### src/rtl/mc_pkg.sv
// Shared definitions for the multicycle MIPS sequencer: opcodes (common with the
// pipeline decoder), state encoding, ALU select encodings and the control word.
package mc_pkg;

    localparam logic [5:0] OP_RTYPE = 6'b000000;
    localparam logic [5:0] OP_LW    = 6'b100011;
    localparam logic [5:0] OP_SW    = 6'b101011;
    localparam logic [5:0] OP_BEQ   = 6'b000100;
    localparam logic [5:0] OP_NOP   = 6'b100000;

    typedef logic [3:0] state_t;

    localparam state_t S_IDLE   = 4'd0;
    localparam state_t S_FETCH  = 4'd1;
    localparam state_t S_DECODE = 4'd2;
    localparam state_t S_MEMADR = 4'd3;
    localparam state_t S_MEMRD  = 4'd4;
    localparam state_t S_MEMWB  = 4'd5;
    localparam state_t S_MEMWR  = 4'd6;
    localparam state_t S_EXEC   = 4'd7;
    localparam state_t S_RWB    = 4'd8;
    localparam state_t S_BEQEX  = 4'd9;

    localparam logic [1:0] ALU_ADD   = 2'b00;
    localparam logic [1:0] ALU_SUB   = 2'b01;
    localparam logic [1:0] ALU_FUNCT = 2'b10;

    localparam logic [1:0] SRCB_B      = 2'b00;
    localparam logic [1:0] SRCB_FOUR   = 2'b01;
    localparam logic [1:0] SRCB_IMM    = 2'b10;
    localparam logic [1:0] SRCB_IMM_SH = 2'b11;

    typedef struct packed {
        logic       pc_write;
        logic       pc_write_cond;
        logic       ir_write;
        logic       iord;
        logic       mem_read;
        logic       mem_write;
        logic       mem_to_reg;
        logic       reg_dst;
        logic       reg_write;
        logic       alu_src_a;
        logic [1:0] alu_src_b;
        logic [1:0] alu_op;
        logic       pc_source;
        logic       retire;
    } ctrl_t;

    function automatic logic is_mem_op(input logic [5:0] op);
        return (op == OP_LW) || (op == OP_SW);
    endfunction

endpackage

### src/rtl/mc_output_decode.sv
// Per-state datapath control word; Mealy only on mem_ready in the memory-wait states.
module mc_output_decode
    import mc_pkg::*;
(
    input  state_t state_i,
    input  logic   mem_ready_i,
    output ctrl_t  ctrl_o
);

    always_comb begin
        // NOTE: default every field first so no path through the case infers a latch.
        ctrl_o = '0;
        case (state_i)
            S_FETCH: begin
                ctrl_o.mem_read  = 1'b1;
                ctrl_o.iord      = 1'b0;
                ctrl_o.alu_src_a = 1'b0;
                ctrl_o.alu_src_b = SRCB_FOUR;
                ctrl_o.alu_op    = ALU_ADD;
                ctrl_o.ir_write  = mem_ready_i;
                ctrl_o.pc_write  = mem_ready_i;
            end
            S_DECODE: begin
                ctrl_o.alu_src_a = 1'b0;
                ctrl_o.alu_src_b = SRCB_IMM_SH;
                ctrl_o.alu_op    = ALU_ADD;
            end
            S_MEMADR: begin
                ctrl_o.alu_src_a = 1'b1;
                ctrl_o.alu_src_b = SRCB_IMM;
                ctrl_o.alu_op    = ALU_ADD;
            end
            S_MEMRD: begin
                ctrl_o.iord     = 1'b1;
                ctrl_o.mem_read = 1'b1;
            end
            S_MEMWB: begin
                ctrl_o.reg_write  = 1'b1;
                ctrl_o.mem_to_reg = 1'b1;
                ctrl_o.reg_dst    = 1'b0;
                ctrl_o.retire     = 1'b1;
            end
            S_MEMWR: begin
                ctrl_o.iord      = 1'b1;
                ctrl_o.mem_write = 1'b1;
                ctrl_o.retire    = mem_ready_i;
            end
            S_EXEC: begin
                ctrl_o.alu_src_a = 1'b1;
                ctrl_o.alu_src_b = SRCB_B;
                ctrl_o.alu_op    = ALU_FUNCT;
            end
            S_RWB: begin
                ctrl_o.reg_write  = 1'b1;
                ctrl_o.reg_dst    = 1'b1;
                ctrl_o.mem_to_reg = 1'b0;
                ctrl_o.retire     = 1'b1;
            end
            S_BEQEX: begin
                ctrl_o.alu_src_a     = 1'b1;
                ctrl_o.alu_src_b     = SRCB_B;
                ctrl_o.alu_op        = ALU_SUB;
                ctrl_o.pc_write_cond = 1'b1;
                ctrl_o.pc_source     = 1'b1;
                ctrl_o.retire        = 1'b1;
            end
            default: ctrl_o = '0;
        endcase
    end

endmodule

### src/rtl/mc_control.sv
// Multicycle sequencer: state register, next-state logic, opcode latch and
// retired-instruction counter; the control word comes from mc_output_decode.
module mc_control
    import mc_pkg::*;
(
    input  logic        clk,
    input  logic        rst_n,
    input  logic [5:0]  opcode,
    input  logic        mem_ready,
    output logic        pc_write,
    output logic        pc_write_cond,
    output logic        ir_write,
    output logic        iord,
    output logic        mem_read,
    output logic        mem_write,
    output logic        mem_to_reg,
    output logic        reg_dst,
    output logic        reg_write,
    output logic        alu_src_a,
    output logic [1:0]  alu_src_b,
    output logic [1:0]  alu_op,
    output logic        pc_source,
    output logic        retire,
    output logic        illegal,
    output logic [15:0] instret
);

    state_t      state_q, state_d;
    logic [5:0]  opcode_q, opcode_d;
    logic [15:0] instret_q, instret_d;
    logic        nop_retire;
    logic        illegal_op;
    ctrl_t       ctrl;

    always_comb begin
        state_d    = state_q;
        opcode_d   = opcode_q;
        nop_retire = 1'b0;
        illegal_op = 1'b0;
        case (state_q)
            S_IDLE:  state_d = S_FETCH;
            S_FETCH: if (mem_ready) state_d = S_DECODE;
            S_DECODE: begin
                opcode_d = opcode;
                if (is_mem_op(opcode)) begin
                    state_d = S_MEMADR;
                end else begin
                    case (opcode)
                        OP_RTYPE: state_d = S_EXEC;
                        OP_BEQ:   state_d = S_BEQEX;
                        OP_NOP: begin
                            state_d    = S_FETCH;
                            nop_retire = 1'b1;
                        end
                        default: begin
                            state_d    = S_FETCH;
                            illegal_op = 1'b1;
                        end
                    endcase
                end
            end
            // Only LW and SW reach MEMADR, so the latched opcode picks the direction.
            S_MEMADR: state_d = (opcode_q == OP_LW) ? S_MEMRD : S_MEMWR;
            S_MEMRD:  if (mem_ready) state_d = S_MEMWB;
            S_MEMWB:  state_d = S_FETCH;
            S_MEMWR:  if (mem_ready) state_d = S_FETCH;
            S_EXEC:   state_d = S_RWB;
            S_RWB:    state_d = S_FETCH;
            S_BEQEX:  state_d = S_FETCH;
            default:  state_d = S_IDLE;
        endcase
    end

    mc_output_decode u_output_decode (
        .state_i     (state_q),
        .mem_ready_i (mem_ready),
        .ctrl_o      (ctrl)
    );

    assign retire    = ctrl.retire | nop_retire;
    assign illegal   = illegal_op;
    assign instret_d = instret_q + {15'd0, retire};

    always_ff @(posedge clk or negedge rst_n) begin
        if (!rst_n) begin
            state_q   <= S_IDLE;
            opcode_q  <= '0;
            instret_q <= '0;
        end else begin
            // NOTE: non-blocking updates so every register samples pre-edge values.
            state_q   <= state_d;
            opcode_q  <= opcode_d;
            instret_q <= instret_d;
        end
    end

    assign pc_write      = ctrl.pc_write;
    assign pc_write_cond = ctrl.pc_write_cond;
    assign ir_write      = ctrl.ir_write;
    assign iord          = ctrl.iord;
    assign mem_read      = ctrl.mem_read;
    assign mem_write     = ctrl.mem_write;
    assign mem_to_reg    = ctrl.mem_to_reg;
    assign reg_dst       = ctrl.reg_dst;
    assign reg_write     = ctrl.reg_write;
    assign alu_src_a     = ctrl.alu_src_a;
    assign alu_src_b     = ctrl.alu_src_b;
    assign alu_op        = ctrl.alu_op;
    assign pc_source     = ctrl.pc_source;
    assign instret       = instret_q;

endmodule
### config.mk
export PLATFORM = sky130hd
export DESIGN_NAME = mc_control
export DESIGN_NICKNAME = d
export VERILOG_FILES = /design/src/rtl/mc_pkg.sv /design/src/rtl/mc_output_decode.sv /design/src/rtl/mc_control.sv
export SDC_FILE = /design/constraint.sdc
export NUM_CORES = 1
export LEC_CHECK = 0
export CORE_ASPECT_RATIO = 1.1
export CORE_MARGIN = 4
export CORE_UTILIZATION = 47
export CTS_CLUSTER_DIAMETER = 40
export DETAILED_ROUTE_END_ITERATION = 8
export PLACE_DENSITY = 0.9
export SYNTH_ARGS = -nofsm -noshare
export SYNTH_HDL_FRONTEND = slang
export SYNTH_SLANG_ARGS = --single-unit
export TNS_END_PERCENT = 1
### constraint.sdc
create_clock -name clk -period 3 [get_ports clk]
set_clock_uncertainty 0.1 [all_clocks]
set_input_delay 0.6 -clock clk [delete_from_list [all_inputs] [get_ports clk]]
set_output_delay 0.6 -clock clk [all_outputs]
set_load 0.01 [all_outputs]
---- Word-level counts from Yosys, hierarchy flattened ----
Cells that the tools add are included.
storage, ports and cells
  input port bits ......................... 9
  word-level logic and storage cells ...... 52
  output and inout port bits .............. 33
  register bits ........................... 26
operators by class
  bitwise operators ....................... 1
  $add $sub $neg .......................... 1
  reductions and logical operators ........ 9
  muxes and demuxes ....................... 21
  equal/unequal tests ..................... 17
operators by type and width
  kind                  count
  $pmux W4 S7           1
  $pmux W5 S5           1
  $eq A6 B6 Y1 const B  4
  $add A16 B1 Y16       1
  $eq A4 B3 Y1 const B  4
  $mux W4               4
  $mux W1               11
  $eq A4 B2 Y1 const B  2
  $eq A4 B4 Y1 const B  2
  $pmux W4 S2           1
  $eq A6 B3 Y1 const B  1
  $logic_not A6 Y1      1
  $ne A2 B2 Y1 const B  3
  $pmux W3 S2           1
  $reduce_or A3 Y1      2
  $eq A4 B1 Y1 const B  1
  $logic_not A4 Y1      1
  $reduce_or A2 Y1      2
  $reduce_or A4 Y1      1
  $reduce_and A3 Y1     1
  $mux W2               1
  $pmux W1 S2           1
  $logic_or A1 B1 Y1    1
  $or A1 B1 Y1          1

---- Longest topological paths before layout ----
Gate-level depths: netlist (run 1).
  depth in word-level cells ............... 6
  gate-level depth with buffers ........... 10

---- Hierarchy ----
Synthesis (run 1) repeated with hierarchy kept, for this count alone.
second synthesis, totals
  cells, all modules ...................... 140
  area, all modules ....................... 1478.9 µm²
modules (own cells, without submodules)
  module            cells an instance  instances  area each (µm²)  seq. area each (µm²)
  mc_control        109                1          1263.7           650.6
  mc_output_decode  31                 1          215.2            0.0

---- Worst setup path after synthesis (run 1) ----
Ideal clock, no wire load.
  kind .................................... reg2reg
  start point ............................. register state_q[2]
  end point ............................... register instret_q[14], in the netlist instret[14]
  buffers on the path ..................... 2
  path slack .............................. 0.653 ns
  cell stages (with the launch flop) ...... 11
  setup time .............................. 0.079 ns
  period minus slack after synthesis ...... 2.347 ns
  arrival ................................. 2.167 ns
  cells stage by stage .................... dfrtp_1 > buf_4 > nor4b_4 > buf_4 > nand4_1 > nand3_1 > ha_1 > ha_1 > inv_1 > nor4_2 > xor2_1
between the ends
  longest elaborated chain between the ends .. 5
ends and longest elaborated chain
  item                                                 RTL line                text
  start, declared                                      mc_control.sv:28        state_t state_q, state_d;
  start signal, assigned                               mc_control.sv:91        state_q <= state_d;
  $eq A4 B3 Y1 / $eq A4 B4 Y1 (equally long branches)  mc_output_decode.sv:13  case (state_i)
  $reduce_or A3 Y1 (no source line)                    --
  $pmux W1 S2                                          mc_output_decode.sv:13
  $or A1 B1 Y1 *                                       mc_control.sv:80        assign retire = ctrl.retire | nop_retire;
  net retire                                           mc_control.sv:23        output logic retire,
  $add A16 B1 Y16 *                                    mc_control.sv:82        assign instret_d = instret_q + {15'd0, retire};
  net instret_d[14]                                    mc_control.sv:30        logic [15:0] instret_q, instret_d;
  end signal, assigned                                 mc_control.sv:93        instret_q <= instret_d;
  end, declared                                        mc_control.sv:30
Mark *: on every way through the listed nets, which the timed path passes. The rest lies on a longest branch.
A chain may end at the register's enable or synchronous reset.

---- Worst setup path in the final report (run 1) ----
  start point ............................. input opcode[1]
  end point ............................... output retire
between the ends
  longest elaborated chain between the ends .. 5
ends and longest elaborated chain
  item                                                  RTL line                        text
  start, declared                                       mc_control.sv:8                 input logic [5:0] opcode,
  $eq A6 B6 Y1, on equally long branches                mc_control.sv:48, mc_pkg.sv:51
  $mux W1 / $logic_or A1 B1 Y1 (equally long branches)  mc_control.sv:48, mc_pkg.sv:51
  $mux W1 *                                             mc_control.sv:45                if (is_mem_op(opcode)) begin
  $mux W1 *                                             mc_control.sv:40                case (state_q)
  $or A1 B1 Y1 *                                        mc_control.sv:80
  end, declared                                         mc_control.sv:23
Mark *: on every way between the ends. The rest lies on a longest branch, timed or not.

==> flow_summary_export.csv, run 1 <==
group,metric,value,unit
outcome,status,"finished, final reports clean",
timing,worstMarginPinSlew,439.1,ps
critical_path,cp_slowest_cell,"clkdlybuf4s50_1",
clock_tree,path_clk_slew,130,ps
clock_tree,clockRootBuffer,"clkbuf_4",
power_and_ir_drop,vdd_drop_max,0.4666,mV
critical_path,cp.required,2300,ps
die,fp.dieH,65.70,um
critical_path,crit_arrival,2200,ps
yosys,ys.flop_type,"dfrtp_1",
clock_tree,cts_tree,"done",
routing,dr_total_vias,1244,
critical_path,cpLargestDelayFamily,"buffers and inverters",
timing,setup_viol,0,
grt,grt_first_pass_wirelength,5.713,mm
cells_and_area,fillers,231,
die,dieArea,0.003972,sq mm
critical_path,cp-start-kind,"input port",
critical_path,critPathCaptureType,"output pin",
die,core_area,0.002828,sq mm
hold_path,hold_end,"instret[15]$_DFF_PN0_",
power_and_ir_drop,power_density,712.1,mW/mm^2
routing,drt-total-wl,3.439,mm
routing,viasPerCell,5.759,
grt,antenna_found_initial,0,
placed_design,numPortBuffers,41,
yosys,yosysTopAreaCell,"dfrtp_1",
timing,min_period_over_period,0.9682,
die,ioPinCount,42,
routing,drcViolationCount,0,
grt,overflow,0,
grt,track_usage,0.1894,
critical_path,r2r_end,"instret[12]$_DFF_PN0_",
critical_path,reg2reg_depth,8,
placed_design,dp_hpwl,2.654,mm
critical_path,path_buf_inv,3,
placed_design,place_area,0.001879,sq mm
cells_and_area,final_common_cell,"clkdlybuf4s50_1",
timing,hold_viol_final,0,
cells_and_area,post-route-cell-area,0.001917,sq mm
yosys,synth_warnings,0,
timing,slew_violations,0,
clock_tree,post_cts_buffers,0,
cells_and_area,syn_to_final_growth,34.74,%
routing,drtIter0Drc,37,
yosys,synth_seq_area_share,0.4573,
routing,drtPass1Iterations,4,
critical_path,crit_chain,"clkdlybuf4s50_1 -> nor3_1 -> buf_4 -> nand4_1 -> nand3_1 -> clkdlybuf4s50_1",
grt,grt_pass1_vias,1268,
die,start_util,0.5031,
yosys,synth_nets,149,
critical_path,path_max_fanout,4,
critical_path,setup.reg_to_reg.worst_slack,670,ps
yosys,async_reset_ff_frac,1.000,
yosys,yosysTopAreaCellShare,0.4573,
cells_and_area,final_util,0.6779,
critical_path,path_class,"input port to output pin",
yosys,synth_cells,138,
clock_tree,clock_path_buffers,2,
clock_tree,numCtsBuffers,3,
power_and_ir_drop,power,1.365,mW
timing,period_minus_slack,2904,ps
timing,rsz0062_at_grt,"no",
hold_path,hold-path-cell-count,1,
yosys,synth_cell_types,33,
critical_path,crit_top_cell,"clkdlybuf4s50_1",
yosys,synth_edf_count,0,
clock_tree,cts_hold_buf,0,
grt,grt_max_degree,27,
power_and_ir_drop,p_leak,0.8199,nW
timing,relSlewSlack,0.7072,
hold_path,hold_class,"register to register",
yosys,syn_area_per_cell,10.31,sq um
cells_and_area,n_antenna_cell,0,
cells_and_area,drive_gt1_frac,0.1202,
routing,wl_per_cell,15.92,um
timing,fmax,344.3,MHz
cells_and_area,layout.nets,195,
critical_path,critical_path.max_stage_delay,540,ps
yosys,yosys-top-cells-area,"dfrtp_1, xor2_1, mux2_2, nor2_1, nand4_1",
clock_tree,clock_sinks,26,
clock_tree,clk_latency,330,ps
critical_path,r2r-start,"state_q[0]$_DFFE_PN0P_",
placed_design,place_congestion,0.8206,
yosys,ys_seq_elements,26,
cells_and_area,layout_common_cells,"clkdlybuf4s50_1, dfrtp_1, nor2_1",
timing,setup_tns,0,ps
flow_run,maxCapViolCount,0,
yosys,synth_area,0.001423,sq mm
routing,ant_nets,0,
hold_path,min_from,"instret[15]$_DFF_PN0_",
clock_tree,htree_levels,1,
die,rows,20,
die,die_w,60.46,um
## flip-flops by register name (all words and copies together) (netlist names)
signal / count
instret: 16
opcode_q: 6
state_q: 4
## synth_stat cells, types with 5 or more instances
| cell | instances |
|---|---|
| dfrtp_1 | 26 |
| nor2_1 | 13 |
| xor2_1 | 10 |
| nand2_1 | 9 |
| nand4_1 | 7 |
| mux2_2 | 6 |
| nand2b_1 | 6 |
| nor3_1 | 6 |
| nand3_1 | 5 |
| xnor2_1 | 5 |
## how the worst max path moves through the flow
stage	depth (start not counted)	from	end	slack, ps
3_3_place_gp	6	opcode[1]	retire	150
6_report	6	opcode[1]	retire	100
5_1_grt	5	opcode[5]	illegal	20
2_1_floorplan	10	state_q[2]$_DFFE_PN0P_	instret[14]$_DFF_PN0_	650
4_1_cts	6	opcode[1]	retire	90
3_5_place_dp	6	opcode[1]	retire	100
## routing by layer
layer  part of all wire  track usage  vias to the layer above  routed length, um
li1                   -            -                      580                  -
met1               0.39       0.2277                      599               1348
met2               0.51       0.3243                       52               1750
met3              0.068      0.02554                       13                233
met4              0.031      0.09485                        0                107
met5                  0            0                        -                  0
## timing repair
| item | 4_1_cts | 5_1_grt |
|---|---|---|
| endpoints found under the setup margin | 0 | 1 |
| endpoints found under the hold margin | 0 | 0 |
| resized for setup | 0 | 1 |
## metrics by stage
step	worst slack [ps]	hold WS, ps	std cells
final	95.53	405.8	216
after global routing	24.08	433.4	216
after CTS	88.30	406.8	216
after detailed placement	99.12	384.9	212
after global placement	147.0	357.5	212
after floorplan	653.4	204.4	138
## final cells by class
cell class	count	area (sq um)	area share
Clock buffer	4	36.28	0.01893
Tap cell	33	41.29	0.02154
Multi-Input combinational cell	103	720.7	0.3760
Sequential cell	26	651.9	0.3401
Timing Repair Buffer	47	455.4	0.2376
Inverter	3	11.26	0.005875
## cells by family after synthesis
group / Yosys count / share of synthesized area
AOI/OAI and AO/OA: 17 / 0.08091
muxes: 6 / 0.04749
buffers and inverters: 9 / 0.03606
adders and majority gates: 2 / 0.01759
xor gates and xnor gates: 15 / 0.09234
DFF: 26 / 0.4573
and+or+nand+nor: 63 / 0.2683
## power breakdown
part / switching (mW) / internal, mW / total (mW)
combinational: 0.251 / 0.355 / 0.606
sequential: 0.141 / 0.444 / 0.585
clock: 0.0995 / 0.0744 / 0.174
total: 0.491 / 0.874 / 1.36
## worst register-to-register path, cell delays in order (launching register included)
cell and delay [ps]:
dfrtp_1 640, nand2b_1 220, a21o_1 200, nand3_1 100, ha_1 200, ha_1 250
nand2_1 80, nor4_1 260, xor2_1 210
(Power assumes the default switching activity.)
==> run 2: changes to the inputs <==
--- a/config.mk
+++ b/config.mk
@@ -10,6 +10,7 @@
 export CORE_UTILIZATION = 47
 export CTS_CLUSTER_DIAMETER = 40
 export DETAILED_ROUTE_END_ITERATION = 8
+export GPL_TIMING_DRIVEN = 0
 export PLACE_DENSITY = 0.9
 export SYNTH_ARGS = -nofsm -noshare
 export SYNTH_HDL_FRONTEND = slang
==> flow_summary_export.csv, run 2 (synthesis results as in run 1) <==
group,metric,value,unit
critical_path,crit_chain,"clkdlybuf4s50_1 -> nor3_4 -> nand4_1 -> nand3_1 -> clkdlybuf4s50_1",
critical_path,critPathCaptureType,"output pin",
routing,routed-wl-met3,221,um
clock_tree,clk_latency,310,ps
hold_path,hold_class,"register to register",
die,core_area,0.002828,sq mm
clock_tree,htree_levels,1,
power_and_ir_drop,p_leak,0.8432,nW
timing,min_period_over_period,0.9686,
cells_and_area,syn_to_final_growth,37.56,%
timing,whs,406.6,ps
routing,drtPass1Iterations,4,
critical_path,cp.required,2300,ps
cells_and_area,layout.nets,199,
routing,drt-total-wl,3.213,mm
cells_and_area,largest_register_ffs,16,
routing,wl_met1,1.349,mm
critical_path,cp-start-kind,"input port",
critical_path,cp_slowest_cell,"clkdlybuf4s50_1",
critical_path,path_max_fanout,4,
die,rows,20,
routing,dr_total_vias,1240,
routing,ant_nets,0,
power_and_ir_drop,vdd_drop_max,0.5559,mV
clock_tree,cts_hold_buf,0,
timing,relSlewSlack,0.2628,
routing,dr_wl_met2,1.624,mm
cells_and_area,final_common_cell,"clkdlybuf4s50_1",
die,ioPinCount,42,
routing,wl_per_cell,14.60,um
die,start_util,0.5031,
critical_path,crit_arrival,2210,ps
clock_tree,numCtsBuffers,3,
critical_path,path_class,"input port to output pin",
clock_tree,cts_tree,"done",
placed_design,place_congestion,0.8350,
power_and_ir_drop,power,1.404,mW
grt,antenna_found_initial,0,
cells_and_area,layout_common_cells,"clkdlybuf4s50_1, dfrtp_1, nor2_1",
timing,hold_viol_final,0,
outcome,status,"finished, final reports clean",
timing,worstMarginPinSlew,1102,ps
critical_path,cpLargestDelayFamily,"buffers and inverters",
critical_path,crit_top_cell,"clkdlybuf4s50_1",
placed_design,numPortBuffers,41,
die,die_w,60.46,um
routing,drtIter0Drc,63,
clock_tree,path_clk_slew,140,ps
routing,dr.max_layer_used,"met4",
timing,period_minus_slack,2906,ps
clock_tree,clockRootBuffer,"clkbuf_4",
die,dieArea,0.003972,sq mm
timing,rsz0062_at_grt,"no",
cells_and_area,n_antenna_cell,0,
routing,viasPerCell,5.636,
grt,overflow,0,
power_and_ir_drop,power_density,717.7,mW/mm^2
grt,track_usage,0.1704,
critical_path,critical_path.max_stage_delay,550,ps
cells_and_area,fillers,222,
grt,grt_pass1_vias,1174,
timing,setup_viol,0,
clock_tree,clock_sinks,26,
placed_design,dp_hpwl,2.478,mm
flow_run,maxCapViolCount,0,
timing,slew_violations,0,
critical_path,path_buf_inv,2,
clock_tree,clock_path_buffers,2,
grt,grt_first_pass_wirelength,5.209,mm
die,fp.dieH,65.70,um
grt,grt_max_degree,27,
routing,drcViolationCount,0,
timing,fmax,344.1,MHz
cells_and_area,drive_gt1_frac,0.1444,
[run 2: cell types whose count changed in the layout (fill, tap and decap cells not counted)]
cell / before / now
buf_6: 0 / 1
buf_2: 0 / 2
buf_4: 6 / 7
nor3_1: 6 / 5
nor3_4: 0 / 1
[run 2: layout make-up]
type | count | area [sq um] | share of cell area
multi-input cells | 103 | 732.0 | 0.3740
flip-flops and latches | 26 | 651.9 | 0.3331
repair buffers | 45 | 440.4 | 0.2251
plain buffers | 6 | 43.79 | 0.02238
well taps | 33 | 41.29 | 0.02110
clock buffers | 4 | 36.28 | 0.01854
inverters | 3 | 11.26 | 0.005754
[run 2: layer usage]
layer  global-route usage  up-vias
met2               0.2878       46
li1                     -      597
met1               0.2120      595
met3              0.04126        2
met4              0.05149        0
met5                    0        -
[run 2: path summary, 6_finish.rpt]
path	startpoint	to	slack, ps	cells past startpoint
max in group asynchronous	rst_n	state_q[3]$_DFFE_PN0P_	1310	1
hold reg to reg	instret[15]$_DFF_PN0_	instret[15]$_DFF_PN0_	410	1
setup reg to reg	state_q[2]$_DFFE_PN0P_	instret[14]$_DFF_PN0_	350	10
setup / recovery	opcode[1]	retire	90	5
min in group asynchronous	rst_n	instret[11]$_DFF_PN0_	770	1
hold / removal	instret[15]$_DFF_PN0_	instret[15]$_DFF_PN0_	410	1
[run 2: worst reg2reg max path, delay by kind of cell (launching register included)]
family	cells	cell delay (ps)
buffers and inverters	3	440
and+or+nand+nor	4	870
DFF	1	390
adders and majority gates	2	610
xor gates and xnor gates	1	170
[run 2: where the power goes]
| group | switching, mW | internal (mW) | leakage, nW |
|---|---|---|---|
| clock network | 0.0986 | 0.0741 | 0.0210 |
| logic | 0.302 | 0.391 | 0.491 |
| registers | 0.0948 | 0.444 | 0.331 |
| total | 0.496 | 0.909 | 0.843 |
[run 2: through the flow]
step           utilization  area [sq um]  instances  TNS (ps)  setup slack (ps)
3_3_place_gp        0.6628          1874        212    -36.41            -34.55
4_1_cts             0.6774          1916        216         0             73.02
3_5_place_dp        0.6628          1874        212    -254.9            -118.2
2_1_floorplan            -          1423        138         0             653.4
5_1_grt             0.6920          1957        220         0             2.421
6_report            0.6920          1957        220         0             94.11
[run 2: timing repair]
item,in CTS,in global routing
buffers inserted,0,4
endpoints found under the setup margin,1,1
resized for setup,1,3
cloned,0,0
==> variant: new RTL, config.mk and constraints of run 2 <==
`instret_q` no longer has a reset.
--- a/src/rtl/mc_control.sv
+++ b/src/rtl/mc_control.sv
@@ -85,13 +85,15 @@
         if (!rst_n) begin
             state_q   <= S_IDLE;
             opcode_q  <= '0;
-            instret_q <= '0;
         end else begin
             // NOTE: non-blocking updates so every register samples pre-edge values.
             state_q   <= state_d;
             opcode_q  <= opcode_d;
-            instret_q <= instret_d;
         end
+    end
+
+    always_ff @(posedge clk) begin
+        instret_q <= instret_d;
     end
 
     assign pc_write      = ctrl.pc_write;
Check against the original RTL: differs if rst_n is asserted again (counterexample within 4 cycles, from zero or initial values and one cycle with rst_n low); with rst_n held inactive, the same outputs for 10 cycles.
==> variant against run 2 <==
Combinational power down 4.2%. Utilization down 2.0 points. Synthesized area down 5.6%. Setup slack better by 0.0012 ns. Routed wire length down 1.5%. Design area down 5.4%. Sequential cell count unchanged. Highest routed layer unchanged. Total power down 1.9%.
==> variant: results <==
metrics = {
    "final_layout": {
        "final_util": 0.6723,
        "antenna_cells": 0,
        "layout.cells.non_filler": 216,
        "final_layout_size_suffix_gt1_frac": 0.1257,
        "nets": 195,
    },
    "synthesis": {
        "synth.yosys.seq_area_share": 0.4250,
        "synthDistinctLibCells": 34,
        "synthArstFlopShare": 0.3846,
        "synth_top_cells_by_count": "dfxtp_1, nor2_1, dfrtp_1, xor2_1, nand2_1",
        "synth_area_per_cell_um2": 9.729,
        "synth.top_cells.by_area": "dfxtp_1, dfrtp_1, xor2_1",
    },
    "routing": {
        "viasPerCell": 5.542,
        "wl_met2_um": 1561,
        "wl_met1_um": 1308,
        "drtIter0Drc": 61,
        "dr_wl_met3_um": 235,
        "firstDrtPassIters": 4,
        "top_layer_used": "met4",
        "wl_um": 3165,
    },
    "grt": {
        "grt_pass1_wl_um": 5313,
        "grt_pass1_vias": 1181,
        "track_usage": 0.1768,
        "grt_max_degree": 15,
    },
    "timing": {
        "max_slew_margin": 0.6736,
        "whs_ns": 0.3772,
    },
    "power": {
        "vdd_ir_drop_max_uv": 565.8,
        "power.leakage_uw": 0.0007496,
    },
    "placed_design": {
        "place_ws_ns": -0.1428,
        "hpwl_um": 2480,
        "portBuffers": 41,
        "placed_cell_area_um2": 1794,
        "gp_congestion": 0.8379,
    },
    "run_status": {
        "status": "complete, no violations",
    },
    "worst_setup_path": {
        "rrSetupSlack_ns": 0.42,
        "crit_fanout": 7,
    },
}
## variant: critical path, stage by stage
cell and delay (ns):
clkdlybuf4s50_1 0.51, and3_1 0.26, a22oi_1 0.14, o21a_1 0.13, clkdlybuf4s50_1 0.56
## variant: timing repair
item | in CTS | in global routing
endpoints found under the setup margin | 2 | 2
resized for setup | 1 | 3
pin swaps | 0 | 1
hold endpoints to repair | 0 | 0
hold buffers | 0 | 0
## variant: layout make-up
type | instances | area share
Sequential cell | 26 | 0.3083
Multi-Input combinational cell | 103 | 0.3982
Inverter | 3 | 0.006085
Tap cell | 33 | 0.02231
Clock buffer | 4 | 0.01961
Buffer | 6 | 0.02366
Timing Repair Buffer | 41 | 0.2218
## variant: logic make-up after synthesis
logic type      count (synthesis)  synth area share
compound gates                 17           0.08573
fa+ha+maj                       2           0.01864
mux                             6           0.05032
simple gates                   63            0.2843
flops                          26            0.4250
buf+inv                         9           0.03821
xor+xnor                       15           0.09785
## variant: routing by layer
layer,GRT usage,vias up
li1,-,583
met1,0.2109,553
met2,0.2956,52
met3,0.04848,9
met4,0.06799,0
met5,0,-
## variant: final timing paths
| kind | from | to | depth (start not counted) |
|---|---|---|---|
| hold reg to reg | instret[15] | instret[15] | 1 |
| hold / removal | instret[15] | instret[15] | 1 |
| setup reg to reg | state_q[3] | instret[14] | 9 |
| setup / recovery | opcode[5] | illegal | 5 |
| min in group asynchronous | rst_n | opcode_q[0] | 1 |
| max in group asynchronous | rst_n | state_q[3] | 1 |
## variant: power breakdown
part,switching [µW],internal (µW)
Sequential,96.8,443
Clock,99.8,74.3
Combinational,294,370
Total,491,887
